<file path="config.mk">
export PLATFORM = sky130hd
export DESIGN_NAME = gshare_pattern_history_table
export DESIGN_NICKNAME = d
export VERILOG_FILES = /design/src/rtl/gshare_pattern_history_table_pkg.sv /design/src/rtl/gshare_pattern_history_table_sat_counter2.sv /design/src/rtl/gshare_pattern_history_table.sv
export SDC_FILE = /design/constraint.sdc
export NUM_CORES = 1
export LEC_CHECK = 0
export CAP_MARGIN = 20
export CORE_UTILIZATION = 35
export CTS_CLUSTER_DIAMETER = 200
export CTS_CLUSTER_SIZE = 8
export DETAILED_ROUTE_END_ITERATION = 7
export PLACE_DENSITY = 0.66
export SKIP_CTS_REPAIR_TIMING = 1
export SYNTH_ARGS = -nofsm -noshare
export SYNTH_HDL_FRONTEND = slang
export SYNTH_HIERARCHICAL = 1
export SYNTH_SLANG_ARGS = --single-unit
</file>
<file path="constraint.sdc">
create_clock -name clk -period 6.1 [get_ports clk]
set_input_delay 1.22 -clock clk [delete_from_list [all_inputs] [get_ports clk]]
set_output_delay 1.22 -clock clk [all_outputs]
set_load 0.01 [all_outputs]
</file>
<file path="src/rtl/gshare_pattern_history_table_pkg.sv">
// Shared branch-predictor types and constants.
// Two-bit counter encoding and default history width.
package gshare_pattern_history_table_pkg;

  typedef logic [1:0] ctr2_t;

  localparam ctr2_t SNT = 2'b00;
  localparam ctr2_t WNT = 2'b01;
  localparam ctr2_t WT  = 2'b10;
  localparam ctr2_t ST  = 2'b11;

  localparam int GHR_WIDTH_DEF = 4;

endpackage

</file>
<file path="src/rtl/gshare_pattern_history_table_sat_counter2.sv">
// Next-state function of a 2-bit saturating
// up/down counter.
module gshare_pattern_history_table_sat_counter2
  import gshare_pattern_history_table_pkg::*;
(
  input  ctr2_t cnt_i,
  input  logic  up_i,
  output ctr2_t cnt_o
);

  always_comb begin
    cnt_o = cnt_i;
    unique case (1'b1)
      (up_i && cnt_i != ST):   cnt_o = cnt_i + 2'd1;
      (!up_i && cnt_i != SNT): cnt_o = cnt_i - 2'd1;
      default: ;
    endcase
  end

endmodule

</file>
<file path="src/rtl/gshare_pattern_history_table.sv">
// Gshare pattern history table: fetch-side lookup,
// execute-side training and perf counters.
module gshare_pattern_history_table
  import gshare_pattern_history_table_pkg::*;
#(
  parameter int    GHR_WIDTH  = GHR_WIDTH_DEF,
  parameter int    PC_LSB     = 2,
  parameter ctr2_t INIT_STATE = WNT,
  parameter int    PERF_WIDTH = 16
) (
  input  logic                  clk,
  input  logic                  reset,
  input  logic [31:0]           PC_F,
  input  logic [GHR_WIDTH-1:0]  GHR_value,
  output logic [GHR_WIDTH-1:0]  pht_index_F,
  output logic                  predictTaken_F,
  input  logic                  branch_E,
  input  logic                  bne_E,
  input  logic                  realValue_E,
  input  logic [GHR_WIDTH-1:0]  pht_index_E,
  input  logic                  predictTaken_E,
  output logic                  mispredict_E,
  output logic [PERF_WIDTH-1:0] branch_count,
  output logic [PERF_WIDTH-1:0] mispredict_count
);

  localparam int N = 1 << GHR_WIDTH;

  ctr2_t pht_q [N];
  ctr2_t upd_cur;
  ctr2_t upd_nxt;
  logic  resolve;
  logic  taken;
  logic  collide;
  logic  unused_pc;

  logic [PERF_WIDTH-1:0] branch_count_q;
  logic [PERF_WIDTH-1:0] branch_count_d;
  logic [PERF_WIDTH-1:0] mispredict_count_q;
  logic [PERF_WIDTH-1:0] mispredict_count_d;

  assign unused_pc = ^{PC_F[31:PC_LSB+GHR_WIDTH],
                       PC_F[PC_LSB-1:0]};

  assign pht_index_F =
    PC_F[PC_LSB +: GHR_WIDTH] ^ GHR_value;

  // beq wins when both resolve flags are set
  assign resolve = branch_E | bne_E;
  assign taken   = branch_E ? realValue_E
                            : ~realValue_E;

  assign mispredict_E =
    resolve & (taken != predictTaken_E);

  assign upd_cur = pht_q[pht_index_E];

  gshare_pattern_history_table_sat_counter2
    u_sat_counter2 (
      .cnt_i (upd_cur),
      .up_i  (taken),
      .cnt_o (upd_nxt)
    );

  // write-through so a same-cycle read sees the update
  assign collide = resolve &&
                   (pht_index_E == pht_index_F);

  assign predictTaken_F =
    collide ? upd_nxt[1] : pht_q[pht_index_F][1];

  always_comb begin
    branch_count_d     = branch_count_q;
    mispredict_count_d = mispredict_count_q;
    if (resolve && branch_count_q != '1)
      branch_count_d = branch_count_q
                       + PERF_WIDTH'(1);
    if (mispredict_E && mispredict_count_q != '1)
      mispredict_count_d = mispredict_count_q
                           + PERF_WIDTH'(1);
  end

  always_ff @(posedge clk) begin
    if (reset) begin
      for (int i = 0; i < N; i++)
        pht_q[i] <= INIT_STATE;
      branch_count_q     <= '0;
      mispredict_count_q <= '0;
    end else begin
      if (resolve)
        pht_q[pht_index_E] <= upd_nxt;
      branch_count_q     <= branch_count_d;
      mispredict_count_q <= mispredict_count_d;
    end
  end

  assign branch_count     = branch_count_q;
  assign mispredict_count = mispredict_count_q;

endmodule

</file>
==> results by stage, run 1 <==
Status:
- The flow ran to the end, and the final reports show no timing, DRC or antenna violations.

Route:
- The number of vias after detailed routing is 2,683.
- Dividing the detail-routed wire length by the instance count gives between 15 and 20 um.
- The number of vias per cell is 5.230.
- After detailed routing, the number of remaining DRC violations is 0.
- For this run, the detailed router's first-pass iteration total came to 4.
- The detail route stage leaves a number of antenna-violating nets equal to 0.
- The starting DRC count in detailed routing is between 100 and 150.
- The wire length after detailed routing is 7929 um.

Clocking:
- The later pin in the worst-skew pair is clocked with a latency of 0.34 ns.
- In this run the deepest clock path goes through 2 buffers.
- TritonCTS created 9 clock buffers.
- The library cell used as clock root buffer is clkbuf_8.
- After clock tree synthesis, the clock-pin slew on the worst setup and hold paths is about 0.08 ns.
- The clock tree from TritonCTS is done.
- CTS built an H-tree with a depth of 3.
- The clock drives 64 sinks.

Power and ir drop:
- The largest voltage drop on the vdd net is 0.0001254 V.
- For this design the static power due to leakage is approximately 1.4 nW.
- Dividing total power by cell area gives a power density of 219.6 mW/mm^2.

Placed design:
- The number of placed instances, taps included is roughly 500.
- The cell area after placement is roughly 0.0042 sq mm.
- The placer congestion estimate is approximately 0.80.
- The detailed placer's ending HPWL is 5566 um.
- The count of input and output buffers is 55.

Logic synthesis:
- After synthesis, the mean cell area works out to between 10 and 15 sq um.
- The post-synthesis net count is 374.
- The total number of yosys warnings is 6.
- The count of different cell masters after synthesis is 53.
- Yosys instantiated no cell more often than nor2_1.
- The cell type with the largest total area after synthesis is edfxtp_1.
- The number of enable flip-flop cells after synthesis is 32.
- Sorting the synthesized cells by how often they occur yields nor2_1 (37), dfxtp_1 (32), edfxtp_1 (32).
- The synthesized instance count is 326.
- Yosys attributes the largest share of cell area to edfxtp_1 (27%), dfxtp_1 (18%), mux4_2 (8.3%), xor2_1 (6.2%), nor2_1 (4.0%).
- The post-synthesis sequential element count is 64.
- The dominant synthesized flop cell is edfxtp_1.
- The fraction of synthesis flops using an asynchronous set or reset pin is 0.
- The netlist area before placement is around 0.0035 sq mm.
- The share of synthesized area in the top cell type comes to 0.2739.
- For this run, the register share of the synthesized area comes to 0.4565.

Final layout:
- The final non-filler cell area is 0.004358 sq mm.
- The share of final-layout standard cells stronger than drive strength 1 is 0.1211.
- The count of non-filler cells in the finished layout is 513.
- The number of antenna diodes is 0.
- The number of nets in the final layout is roughly 420.
- From synthesis to final layout, the design area changed by 24.22%.

STA:
- The fraction of the cycle the final worst path needs is 0.9031.
- The clock period could shrink to between 5 and 6 ns.
- The total count of max-transition violations in the final report came to 0.
- The maximum clock frequency is ~0.18 GHz.
- At the pin with the least slew margin, the transition time is 0.6875 ns.
- The number of endpoints failing setup at the final stage is 0.
- The worst slew margin relative to its limit is 0.5402.
- The worst clock skew on the final layout is about 0.0097 ns.
- The summed negative setup slack over all endpoints is 0 ns.
- The count of final hold-check violations is 0.
- Setup repair after global routing left no endpoint under its margin.

GRT:
- Entering global routing, the biggest net connects 34 pins.
- The via count of the first global-routing pass was roughly 2,600.
- The first global-routing pass estimated around 13,000 um of wire.
- In the global route stage, overall resource usage came out at 0.1611.
- The number of antenna violations at the first check in global routing was 0.
- The total overflow left after global routing is 0.

Setup path:
- The setup slack of the most critical reg-to-reg path is about 3.5 ns.
- The beginning of the worst register-to-register path is pht_q[7][1]$_SDFFCE_PN0P_.
- The worst setup path is captured at an output pin.
- The highest net fanout along the worst path is 12.
- Tracing the worst setup path back leads to its startpoint at pht_index_E[0].
- The setup path with the least slack is of type input pin to output pin.
- Data on the critical path is required at its endpoint by 4.88 ns.
- Data on the critical path arrives at its endpoint at between 4 and 5 ns.
- The worst setup path is launched from an input pin.

Floorplan:
- The die covers around 0.010 sq mm.
- Row generation in the floorplan step produced 36 rows.
- The starting utilization of the core area is 0.3606.
- The die width is ~100 um.
- The die height is roughly 100 um.
- The core region is between 0.009 and 0.01 sq mm.
- The number of placed I/O pins is 84.

Min path:
- In this run the worst hold path is classified as flip-flop to flip-flop.
- The beginning of the worst hold path is mispredict_count[8]$_SDFFE_PP0P_.

Job:
- The max-cap check violation count is 0.
[per-layer routing]
metal,up-vias,wire length [um],track usage
met4,0,95,0.04615
li1,1314,-,-
met2,50,3955,0.2685
met3,8,289,0.03694
met1,1311,3590,0.2095
met5,-,0,0
[cells by family (layout without fill, tap and decap cells)]
family | count (synthesis) | count (layout) | share of synthesized area
xor+xnor | 33 | 33 | 0.08666
fa+ha+maj | 2 | 2 | 0.007132
compound gates | 40 | 40 | 0.08524
buf+inv | 21 | 75 | 0.02461
mux | 20 | 20 | 0.1123
simple gates | 146 | 146 | 0.2275
flops | 64 | 64 | 0.4565
[placed cells by master (no fill, tap or decap), types with 4 or more instances in the layout]
| cell type | instances |
|---|---|
| clkdlybuf4s50_1 | 55 |
| nor2_1 | 37 |
| dfxtp_1 | 32 |
| edfxtp_1 | 32 |
| xor2_1 | 25 |
| nor3_1 | 19 |
| or3_1 | 14 |
| mux4_2 | 13 |
| nand2_1 | 13 |
| o21bai_1 | 12 |
| nand3_1 | 12 |
| clkbuf_8 | 10 |
| and3_1 | 8 |
| o211ai_1 | 8 |
| nand2b_1 | 7 |
| nand4_1 | 7 |
| xnor2_1 | 6 |
| and4_1 | 5 |
| nand3b_1 | 4 |
| or2_2 | 4 |
| nor2b_1 | 4 |
| a21oi_1 | 4 |
| nor4_1 | 4 |
[path summary, 6_finish.rpt]
kind	end	depth (start not counted)
hold reg to reg	mispredict_count[8]$_SDFFE_PP0P_	2
setup reg to reg	pht_q[14][1]$_SDFFCE_PN0P_	6
hold / removal	mispredict_count[8]$_SDFFE_PP0P_	2
setup / recovery	predictTaken_F	7
[registers in the layout, indices dropped and copies added, names as in the netlist]
name	count
branch_count	16
mispredict_count	16
pht_q	32
[worst max-delay path: stages]
cell and delay [ns]:
clkdlybuf4s50_1 0.90, mux4_2 0.61, mux4_2 0.50, nor2_1 0.20, nor2_1 0.10, mux2_2 0.27, clkdlybuf4s50_1 0.48
[power breakdown]
group | switching [mW] | total, mW | leakage, nW | internal, mW
Sequential | 0.00947 | 0.471 | 0.547 | 0.462
Clock | 0.168 | 0.351 | 0.102 | 0.183
Combinational | 0.0720 | 0.135 | 0.748 | 0.0626
Total | 0.249 | 0.957 | 1.40 | 0.708
[area by class of cell]
type,instances,area (sq um)
Fill cell,944,5371
Multi-Input combinational cell,241,1821
Inverter,2,12.51
Clock inverter,4,25.02
Timing Repair Buffer,57,565.5
Tap cell,133,166.4
Clock buffer,12,166.4
Sequential cell,64,1602
[metrics by stage]
stage	power, mW	setup WS [ns]	hold WS [ns]	util
final	0.9569	0.5911	0.5071	0.4479
after global routing	0.9982	0.4560	0.5491	0.4479
after CTS	0.9665	0.5873	0.5042	0.4479
after detailed placement	0.6163	0.5900	0.4891	0.4282
after global placement	0.6128	0.6221	0.4817	0.4282
after floorplan	0.5622	1.902	0.4984	-
Power figures use the tool's default switching activity.
==> run 2: changes to the inputs <==
CAP_MARGIN = unset   (was 20)
==> results of run 2 <==
Final layout, timing and power as in run 1 (identical DEF).
